<file path="src/rtl/bid_arb_pkg.sv">
// bid_arb_pkg: shared state encoding and index-width helper for the bid arbiter
package bid_arb_pkg;
  typedef enum logic [1:0] {IDLE = 2'd0, GRANT = 2'd1, RELEASE = 2'd2} state_t;
  function automatic int idx_w(input int n);
    return n > 1 ? $clog2(n) : 1;
  endfunction
endpackage

</file>
<file path="src/rtl/bid_arbiter_if.sv">
// bid_arbiter_if: request/bid/balance inputs and grant outputs of the bid arbiter
interface bid_arbiter_if import bid_arb_pkg::*; #(
  parameter int NUM_MASTERS = 4,
  parameter int BID_W = 4,
  parameter int BAL_W = 10
) ();
  localparam int IW = idx_w(NUM_MASTERS);
  logic [NUM_MASTERS-1:0] req;
  logic [NUM_MASTERS*BID_W-1:0] bid;
  logic [NUM_MASTERS*BAL_W-1:0] balance;
  logic done;
  logic [NUM_MASTERS-1:0] grant;
  logic [NUM_MASTERS-1:0] charge;
  logic [IW-1:0] grant_id;
  logic [BID_W-1:0] win_bid;
  logic busy;
  modport master(output req, bid, balance, done, input grant, charge, grant_id, win_bid, busy);
  modport slave(input req, bid, balance, done, output grant, charge, grant_id, win_bid, busy);
endinterface

</file>
<file path="src/rtl/bid_select.sv">
// bid_select: eligibility filter, highest-bid search, round-robin tie-break from rr_ptr
module bid_select import bid_arb_pkg::*; #(
  parameter int NUM_MASTERS = 4,
  parameter int BID_W = 4,
  parameter int BAL_W = 10,
  localparam int IW = idx_w(NUM_MASTERS)
) (
  input  logic [NUM_MASTERS-1:0]       req,
  input  logic [NUM_MASTERS*BID_W-1:0] bid,
  input  logic [NUM_MASTERS*BAL_W-1:0] balance,
  input  logic [IW-1:0]                rr_ptr,
  output logic                         any_elig,
  output logic [IW-1:0]                win_idx,
  output logic [BID_W-1:0]             win_bid
);
  logic [NUM_MASTERS-1:0] elig;
  int rr, d, best_d;
  assign rr = int'(rr_ptr);
  for (genvar i = 0; i < NUM_MASTERS; i++) begin : g_elig
    assign elig[i] = req[i] && bid[i*BID_W +: BID_W] != '0 &&
                     balance[i*BAL_W +: BAL_W] > BAL_W'(bid[i*BID_W +: BID_W]);
  end
  // Ties resolve to the smallest upward distance from rr_ptr
  always_comb begin
    any_elig = 1'b0;
    win_idx = '0;
    win_bid = '0;
    best_d = NUM_MASTERS;
    d = 0;
    for (int i = 0; i < NUM_MASTERS; i++) begin
      d = i >= rr ? i - rr : i + NUM_MASTERS - rr;
      if (elig[i] && (!any_elig || bid[i*BID_W +: BID_W] > win_bid ||
          (bid[i*BID_W +: BID_W] == win_bid && d < best_d))) begin
        any_elig = 1'b1;
        win_idx = IW'(i);
        win_bid = bid[i*BID_W +: BID_W];
        best_d = d;
      end
    end
  end
endmodule

</file>
<file path="src/rtl/bid_arbiter.sv">
// bid_arbiter: sealed-bid arbiter with one-shot charge pulse, hold timeout and round-robin ties
module bid_arbiter import bid_arb_pkg::*; #(
  parameter int NUM_MASTERS = 4,
  parameter int BID_W = 4,
  parameter int BAL_W = 10,
  parameter int MAX_HOLD = 16
) (
  input logic clk,
  input logic rst,
  bid_arbiter_if.slave bus
);
  localparam int IW = idx_w(NUM_MASTERS);
  localparam int HW = $clog2(MAX_HOLD + 1);
  state_t state, state_n;
  logic [NUM_MASTERS-1:0] grant_n, charge_n;
  logic [IW-1:0] id_n, rr_ptr, rr_n, sel_idx;
  logic [BID_W-1:0] wb_n, sel_bid;
  logic [HW-1:0] hold_cnt, hc_n;
  logic any_elig, release_now;
  bid_select #(.NUM_MASTERS(NUM_MASTERS), .BID_W(BID_W), .BAL_W(BAL_W)) u_sel (
    .req(bus.req), .bid(bus.bid), .balance(bus.balance), .rr_ptr(rr_ptr),
    .any_elig(any_elig), .win_idx(sel_idx), .win_bid(sel_bid)
  );
  assign bus.busy = state != IDLE;
  assign release_now = bus.done || !bus.req[bus.grant_id] || hold_cnt == HW'(MAX_HOLD);
  always_ff @(posedge clk) begin
    if (!rst) begin
      state <= IDLE;
      bus.grant <= '0;
      bus.charge <= '0;
      bus.grant_id <= '0;
      bus.win_bid <= '0;
      rr_ptr <= '0;
      hold_cnt <= '0;
    end else begin
      state <= state_n;
      bus.grant <= grant_n;
      bus.charge <= charge_n;
      bus.grant_id <= id_n;
      bus.win_bid <= wb_n;
      rr_ptr <= rr_n;
      hold_cnt <= hc_n;
    end
  end
  // Counter only advances below MAX_HOLD, so it saturates instead of wrapping
  always_comb begin
    state_n = state;
    grant_n = bus.grant;
    charge_n = '0;
    id_n = bus.grant_id;
    wb_n = bus.win_bid;
    hc_n = hold_cnt;
    rr_n = rr_ptr;
    case (state)
      IDLE: if (any_elig) begin
        state_n = GRANT;
        grant_n = NUM_MASTERS'(1) << sel_idx;
        charge_n = NUM_MASTERS'(1) << sel_idx;
        id_n = sel_idx;
        wb_n = sel_bid;
        hc_n = HW'(1);
      end
      GRANT: if (release_now) begin
        state_n = RELEASE;
        grant_n = '0;
      end else hc_n = hold_cnt + HW'(1);
      RELEASE: begin
        state_n = IDLE;
        rr_n = bus.grant_id == IW'(NUM_MASTERS - 1) ? '0 : bus.grant_id + IW'(1);
      end
      default: begin
        state_n = IDLE;
        grant_n = '0;
      end
    endcase
  end
endmodule

</file>
<file path="src/flat_wrapper.sv">
// flat-port wrapper written by rule: the top's interface ports become plain ports
module bid_arbiter_flat import bid_arb_pkg::*;
#(
  parameter int NUM_MASTERS = 4,
  parameter int BID_W = 4,
  parameter int BAL_W = 10,
  parameter int MAX_HOLD = 16
)
  (clk, rst, bus_req, bus_bid, bus_balance, bus_done, bus_grant, bus_charge, bus_grant_id, bus_win_bid, bus_busy);
  bid_arbiter_if #(.NUM_MASTERS(NUM_MASTERS), .BID_W(BID_W), .BAL_W(BAL_W)) bus_i ();
  input logic clk;
  input logic rst;
  input wire logic [$bits(bus_i.req)-1:0] bus_req;
  input wire logic [$bits(bus_i.bid)-1:0] bus_bid;
  input wire logic [$bits(bus_i.balance)-1:0] bus_balance;
  input wire logic [$bits(bus_i.done)-1:0] bus_done;
  output wire logic [$bits(bus_i.grant)-1:0] bus_grant;
  output wire logic [$bits(bus_i.charge)-1:0] bus_charge;
  output wire logic [$bits(bus_i.grant_id)-1:0] bus_grant_id;
  output wire logic [$bits(bus_i.win_bid)-1:0] bus_win_bid;
  output wire logic [$bits(bus_i.busy)-1:0] bus_busy;
  assign bus_i.req = bus_req;
  assign bus_i.bid = bus_bid;
  assign bus_i.balance = bus_balance;
  assign bus_i.done = bus_done;
  assign bus_grant = bus_i.grant;
  assign bus_charge = bus_i.charge;
  assign bus_grant_id = bus_i.grant_id;
  assign bus_win_bid = bus_i.win_bid;
  assign bus_busy = bus_i.busy;
  bid_arbiter #(.NUM_MASTERS(NUM_MASTERS), .BID_W(BID_W), .BAL_W(BAL_W), .MAX_HOLD(MAX_HOLD)) u_core (.clk(clk), .rst(rst), .bus(bus_i));
endmodule
</file>
<file path="config.mk">
export PLATFORM = sky130hd
export DESIGN_NAME = bid_arbiter_flat
export DESIGN_NICKNAME = d
export VERILOG_FILES = /design/src/rtl/bid_arb_pkg.sv /design/src/rtl/bid_arbiter_if.sv /design/src/rtl/bid_select.sv /design/src/rtl/bid_arbiter.sv /design/src/flat_wrapper.sv
export SDC_FILE = /design/constraint.sdc
export NUM_CORES = 1
export LEC_CHECK = 0
export BUFFER_PORTS_ARGS = -buffer_cell sky130_fd_sc_hd__buf_4
export CORE_ASPECT_RATIO = 0.75
export CORE_MARGIN = 4
export CORE_UTILIZATION = 43
export DETAILED_ROUTE_END_ITERATION = 10
export PLACE_DENSITY = 0.79
export SETUP_SLACK_MARGIN = 0.3
export SYNTH_ARGS = -nofsm -noshare
export SYNTH_HDL_FRONTEND = slang
export SYNTH_HIERARCHICAL = 1
export SYNTH_SLANG_ARGS = --single-unit
</file>
<file path="constraint.sdc">
create_clock -name clk -period 6.9 [get_ports clk]
set_input_delay 1.38 -clock clk [delete_from_list [all_inputs] [get_ports clk]]
set_output_delay 1.38 -clock clk [all_outputs]
set_load 0.005 [all_outputs]
</file>
* Word-level counts from Yosys, hierarchy flattened
Index checks and enable logic that the tools add are counted.
** Storage, ports and cells
- Bits in registers :: 23
- Bits of input ports :: 63
- Logic and storage cells :: 112
- Output and inout bits :: 15
** Operators by class
- Equality and inequality tests :: 10
- Reductions and logical operators :: 38
- Shifts and indexed selects :: 1
- Order comparisons :: 15
- Bitwise operators :: 1
- $add $sub $neg :: 10
- Multiplexer cells :: 30
** Operators with widths (number)
- 2-to-1 mux 32 bit :: 7
- < comparator 32 bit :: 3
- > comparator 10 x 4 -> 1 bit :: 4
- 2-to-1 mux 4 bit :: 6
- nonzero test 4 bit :: 4
- subtractor 3 x 2 -> 4 bit, first input constant :: 4
- logical AND 1 bit :: 14
- equality test 4 bit :: 3
- > comparator 4 bit :: 3
- case mux 4 bit (3 select lines) :: 1
- 2-to-1 mux 2 bit :: 5
- 2-to-1 mux 5 bit :: 2
- case mux 5 bit (2 select lines) :: 1
- AND reduction 3 bit :: 3
- logical OR 1 bit :: 8
- 2-to-1 mux 1 bit :: 6
- subtractor 1 x 2 -> 3 bit, first input constant :: 2
- subtractor 2 x 2 -> 3 bit, first input constant :: 2
- adder 5 x 1 -> 5 bit, second input constant :: 1
- equality test 5 bit, second input constant :: 1
- equality test 2 bit, second input constant :: 2
- >= comparator 1 x 2 -> 1 bit, first input constant :: 2
- >= comparator 2 bit, first input constant :: 2
- logical NOT 1 bit :: 4
- other kinds (12) :: 15

* Logic depth before layout (Yosys ltp)
- Depth after elaboration :: 22
- Mapped depth :: 37
- Mapped depth without buffers :: 36

* Cells and area by module
The synthesis kept the hierarchy.
** By module, submodules not included
- bid_select :: seq. area each 0.0 um^2, area each 1327.5 um^2, times used 1, cells an instance 174
- bid_arbiter :: seq. area each 460.4 um^2, area each 954.7 um^2, times used 1, cells an instance 97

* Least setup slack after synthesis
Ideal clock, no wire load.
- Path kind :: input to register
- From :: input bus_bid[1]
- To :: register u_core.bus.win_bid[0]
- Setup slack :: -457 ps
- Data arrival time :: 7239 ps
- Data required time :: 6781 ps
- Setup time :: 119 ps
- Cell stages on the path :: 35
- Path buffers :: 1
- Cells stage by stage :: inv_1 -> ha_1 -> nor2b_1 -> o211ai_1 -> a21oi_1 -> o21ai_2 -> inv_1 -> and2_1 -> ha_1 -> nand2b_1 -> a21oi_1 -> o21ai_1 -> o31ai_1 -> a21oi_1 -> clkbuf_1 -> nand2_1 -> o21ai_0 -> inv_1 -> ha_1 -> nand4_1 -> or4b_4 -> o22a_1 -> o22ai_4 -> mux2i_1 -> ha_1 -> nor2b_1 -> o21a_1 -> o21a_1 -> o21ai_0 -> a21oi_1 -> a41oi_2 -> o21a_4 -> mux2_4 -> mux2i_1 -> nor2_1
** Between the ends
- Elaborated cells between the ends (all ways) :: 40
- Classes of those cells :: 7 x order compare; 3 x eq/ne; 11 x mux; 19 x reduce/logical
** RTL lines
- from (decl) :: line flat_wrapper.sv:14 : input wire logic [$bits(bus_i.bid)-1:0] bus_bid;
- branches (longest 18 deep; another with < comparator 32 bit)
- 2-to-1 mux 4 bit * :: line bid_select.sv:32 : if (elig[i] && (!any_elig || bid[i*BID_W +: BID_W] > win_bid ||
- net u_core.sel_bid[0] :: line bid_arbiter.sv:17 : logic [BID_W-1:0] wb_n, sel_bid;
- to (signal assigned) :: line bid_arbiter.sv:40 : bus.win_bid <= wb_n;
- to (decl) :: line bid_arbiter_if.sv:18 : modport slave(input req, bid, balance, done, output grant, charge, grant_id, win_bid, busy);
Mark *: on every way through the listed nets, which the timed path passes.
A chain may end at the register's enable or synchronous reset.

* Worst setup path after layout
Same ends and word-level chain as after synthesis.

==> impl_results.md <==
- Clock latency on the worst-skew pair: 270 ps
- Crit path max-delay family: compound AO/OA/AOI/OAI gates
- Startpoint Class: input port
- HPWL after DPL: 5191 um
- GR met2 Demand/Resource: 32.69%
- GR Layer Usage met3: 3.188%
- P_int: 353.6 uW
- YS warnings: 6
- Static Leak: 1.687 nW
- Layout Skew: 2.935 ps
- Clock slew at reported path FFs: 80 ps
- Syn avg cell area: 8.421 um2
- Critical path capture point type: register
- Top Ports: 78
- Critical-path maximum fanout: 5
- H-tree levels: 1
- Main synth FF type: dfxtp_1
- Req. time, crit path: 7050 ps
- Via count: 2453
- Top cell type's share of synthesized area: 21.93%
- Final setup fails: 14
- Post-layout util: 71.00%
- Vias per inst: 5.298
- Maxcap violations: 0
- HP Class: register to register
- Slew Limit Fails: 0
- Die X: 92.12 um
- Net count after synthesis: 374
- CTS sink cnt: 23
- Synthesized instance count: 271
- Highest-delay cell along the critical path: or4b_4
- Initial Utilization: 45.55%
- Sw power: 190.4 uW
- WP buf/inv: 3
- TritonCTS Buffers: 3
- P&R area growth vs syn: 55.87%
- Fmax: 139.8 MHz
- 1st-pass router iterations: 4
- Most crowded layer after global routing: met2
- Ys async rst share: 0%
- Yosys top cell by area: ha_1
- Sequential Power Share: 29.1%
- Peak VDD IR: 0.1146 mV
- Fin nets: 495
- RSZ-0062 raised after global routing: yes
- Failing checks: setup timing
- Most frequent cells in the layout: buf_4 (115), ha_1 (32), inv_1 (27), dfxtp_1 (23), nor2_1 (18)
- PwrDens: 152.9 nW/um2
- Seq cells post-synth: 23
- FP Rows: 22
- WL per Instance: 14.75 um
- Pin count of the biggest net entering global routing: 17
- CP Data Arrival Time: 7310 ps
- Chip height: 71.09 um
- Routability cong.: 0.8614
- Residual DRC count: 0
- Minimum clock period after layout: 7154 ps
- Largest cells by area after synthesis: ha_1 (22%), dfxtp_1 (20%), mux2i_1 (6.6%)
- Clock share of power: 15.7%
- Met1 usage: 27.42%
- Layout filler cell count: 385
- First-pass GRT wire length: 10740 um
- DIE AREA: 6549 um2
- Max incr delay on CP: 540 ps
- GR Overflow Total: 0
- Antenna violations before repair: 0
- Antenna cells: 0
- Total Power: 544.0 uW
- CTS tree: yes
- Crit path kind: input port to register
- Worst Max-Slew Pin Slew: 384.4 ps
- Port Buffers: 77
- Sw frac: 35.00%
- Commonest non-fill, non-tap cell in the layout: buf_4
- Antenna-violating nets left: 0
- Worst hold slack: 465.9 ps
- Final period utilization: 103.7%
- EDFF count, synth: 0
- Proportion of layout cells with a drive suffix above 1: 45.52%
- Status: complete, but fails checks
- Core area: 5010 um2
- Slew HR: 74.26%
- Tot GR Track Use: 19.72%
- Final WL: 6830 um
- Logic pwr share: 55.2%
- Post-synth cell types: 54
- Clk buf depth: 2
- Vias in the first global route: 2333
- DR iter-0 viols: 125
- CTS Root Cell: clkbuf_8
- Sequential share of the synthesized area: 20.18%
- Synthesized area: 2282 um2
- Setup ws final: -254.3 ps
- Fin. Hold Viols: 0
==> state kept, by name, indices dropped and copies added (netlist names) <==
signal / count
u_core/bus.win_bid: 4
u_core/rr_ptr: 2
u_core/bus.grant: 4
u_core/bus.charge: 4
u_core/bus.grant_id: 2
u_core/state: 2
u_core/hold_cnt: 5
==> kinds of logic after synthesis <==
logic type	count (synthesis)	share of synthesized area (%)
fa+ha+maj	40	21.93
compound gates	63	20.78
buf+inv	38	6.304
simple gates	88	21.60
flops	23	20.18
mux	19	9.210
==> synth_stat cells (5+ instances only) <==
cell type,number
ha_1,40
nand3_1,9
inv_1,33
nor2b_1,13
o21ai_0,8
o21a_1,7
mux2i_1,15
nand2_1,18
a21oi_1,15
o22ai_1,5
dfxtp_1,23
nor2_1,19
==> repair_timing <==
action / in CTS / in global routing
gates resized for setup: 21 / 24
hold buffers: 0 / 0
pin swaps: 23 / 8
endpoints found under the setup margin: 14 / 14
buffers inserted: 8 / 4
==> metrics by stage <==
stage,std cells,TNS (ps),cell area (um2),worst slack (ps)
2_1_floorplan,271,-1657,2330,-281.0
3_3_place_gp,447,-4997,3211,-466.3
3_5_place_dp,447,-7637,3211,-690.8
4_1_cts,459,-145.8,3421,-60.49
5_1_grt,463,-5244,3557,-491.8
6_report,463,-1706,3557,-254.3
==> layout make-up <==
| cell class | count | area, um2 | share of cell area [%] |
|---|---|---|---|
| inverter | 34 | 135.1 | 3.799 |
| sequential | 23 | 460.4 | 12.94 |
| clock buffer | 3 | 41.29 | 1.161 |
| multi-input combinational | 210 | 1899 | 53.39 |
| timing repair buffer | 120 | 923.4 | 25.96 |
| clock inverter | 1 | 7.507 | 0.2110 |
| tap | 72 | 90.09 | 2.533 |
==> metal layers <==
metal,share of wire (%),vias to the layer above
li1,-,1218
met1,46,1153
met2,47,74
met3,5.4,8
met4,1.1,0
met5,0,-
==> worst paths after layout <==
check,slack [ps],start,cells after the start,endpoint
hold / removal,470,u_core/bus.grant[0],2,u_core/bus.grant[0]
setup / recovery,-250,bus_bid[1],33,u_core/bus.win_bid[0]
setup reg to reg,1040,u_core/rr_ptr[0],28,u_core/bus.win_bid[0]
hold reg to reg,470,u_core/bus.grant[0],2,u_core/bus.grant[0]
==> power by group through the flow <==
| stage | Combinational (mW) | Sequential [mW] | Clock, mW |
|---|---|---|---|
| 2_1_floorplan | 0.137 | 0.160 | 0 |
| 3_3_place_gp | 0.241 | 0.161 | 0 |
| 3_5_place_dp | 0.249 | 0.162 | 0 |
| 4_1_cts | 0.272 | 0.159 | 0.0888 |
| 5_1_grt | 0.326 | 0.161 | 0.0923 |
| 6_report | 0.300 | 0.159 | 0.0854 |
==> tightest hold or removal path: stages, from the launching register on <==
cell	delay, ps
dfxtp_1	310
nand2_1	60
o22ai_1	50
(Power assumes the default switching activity.)
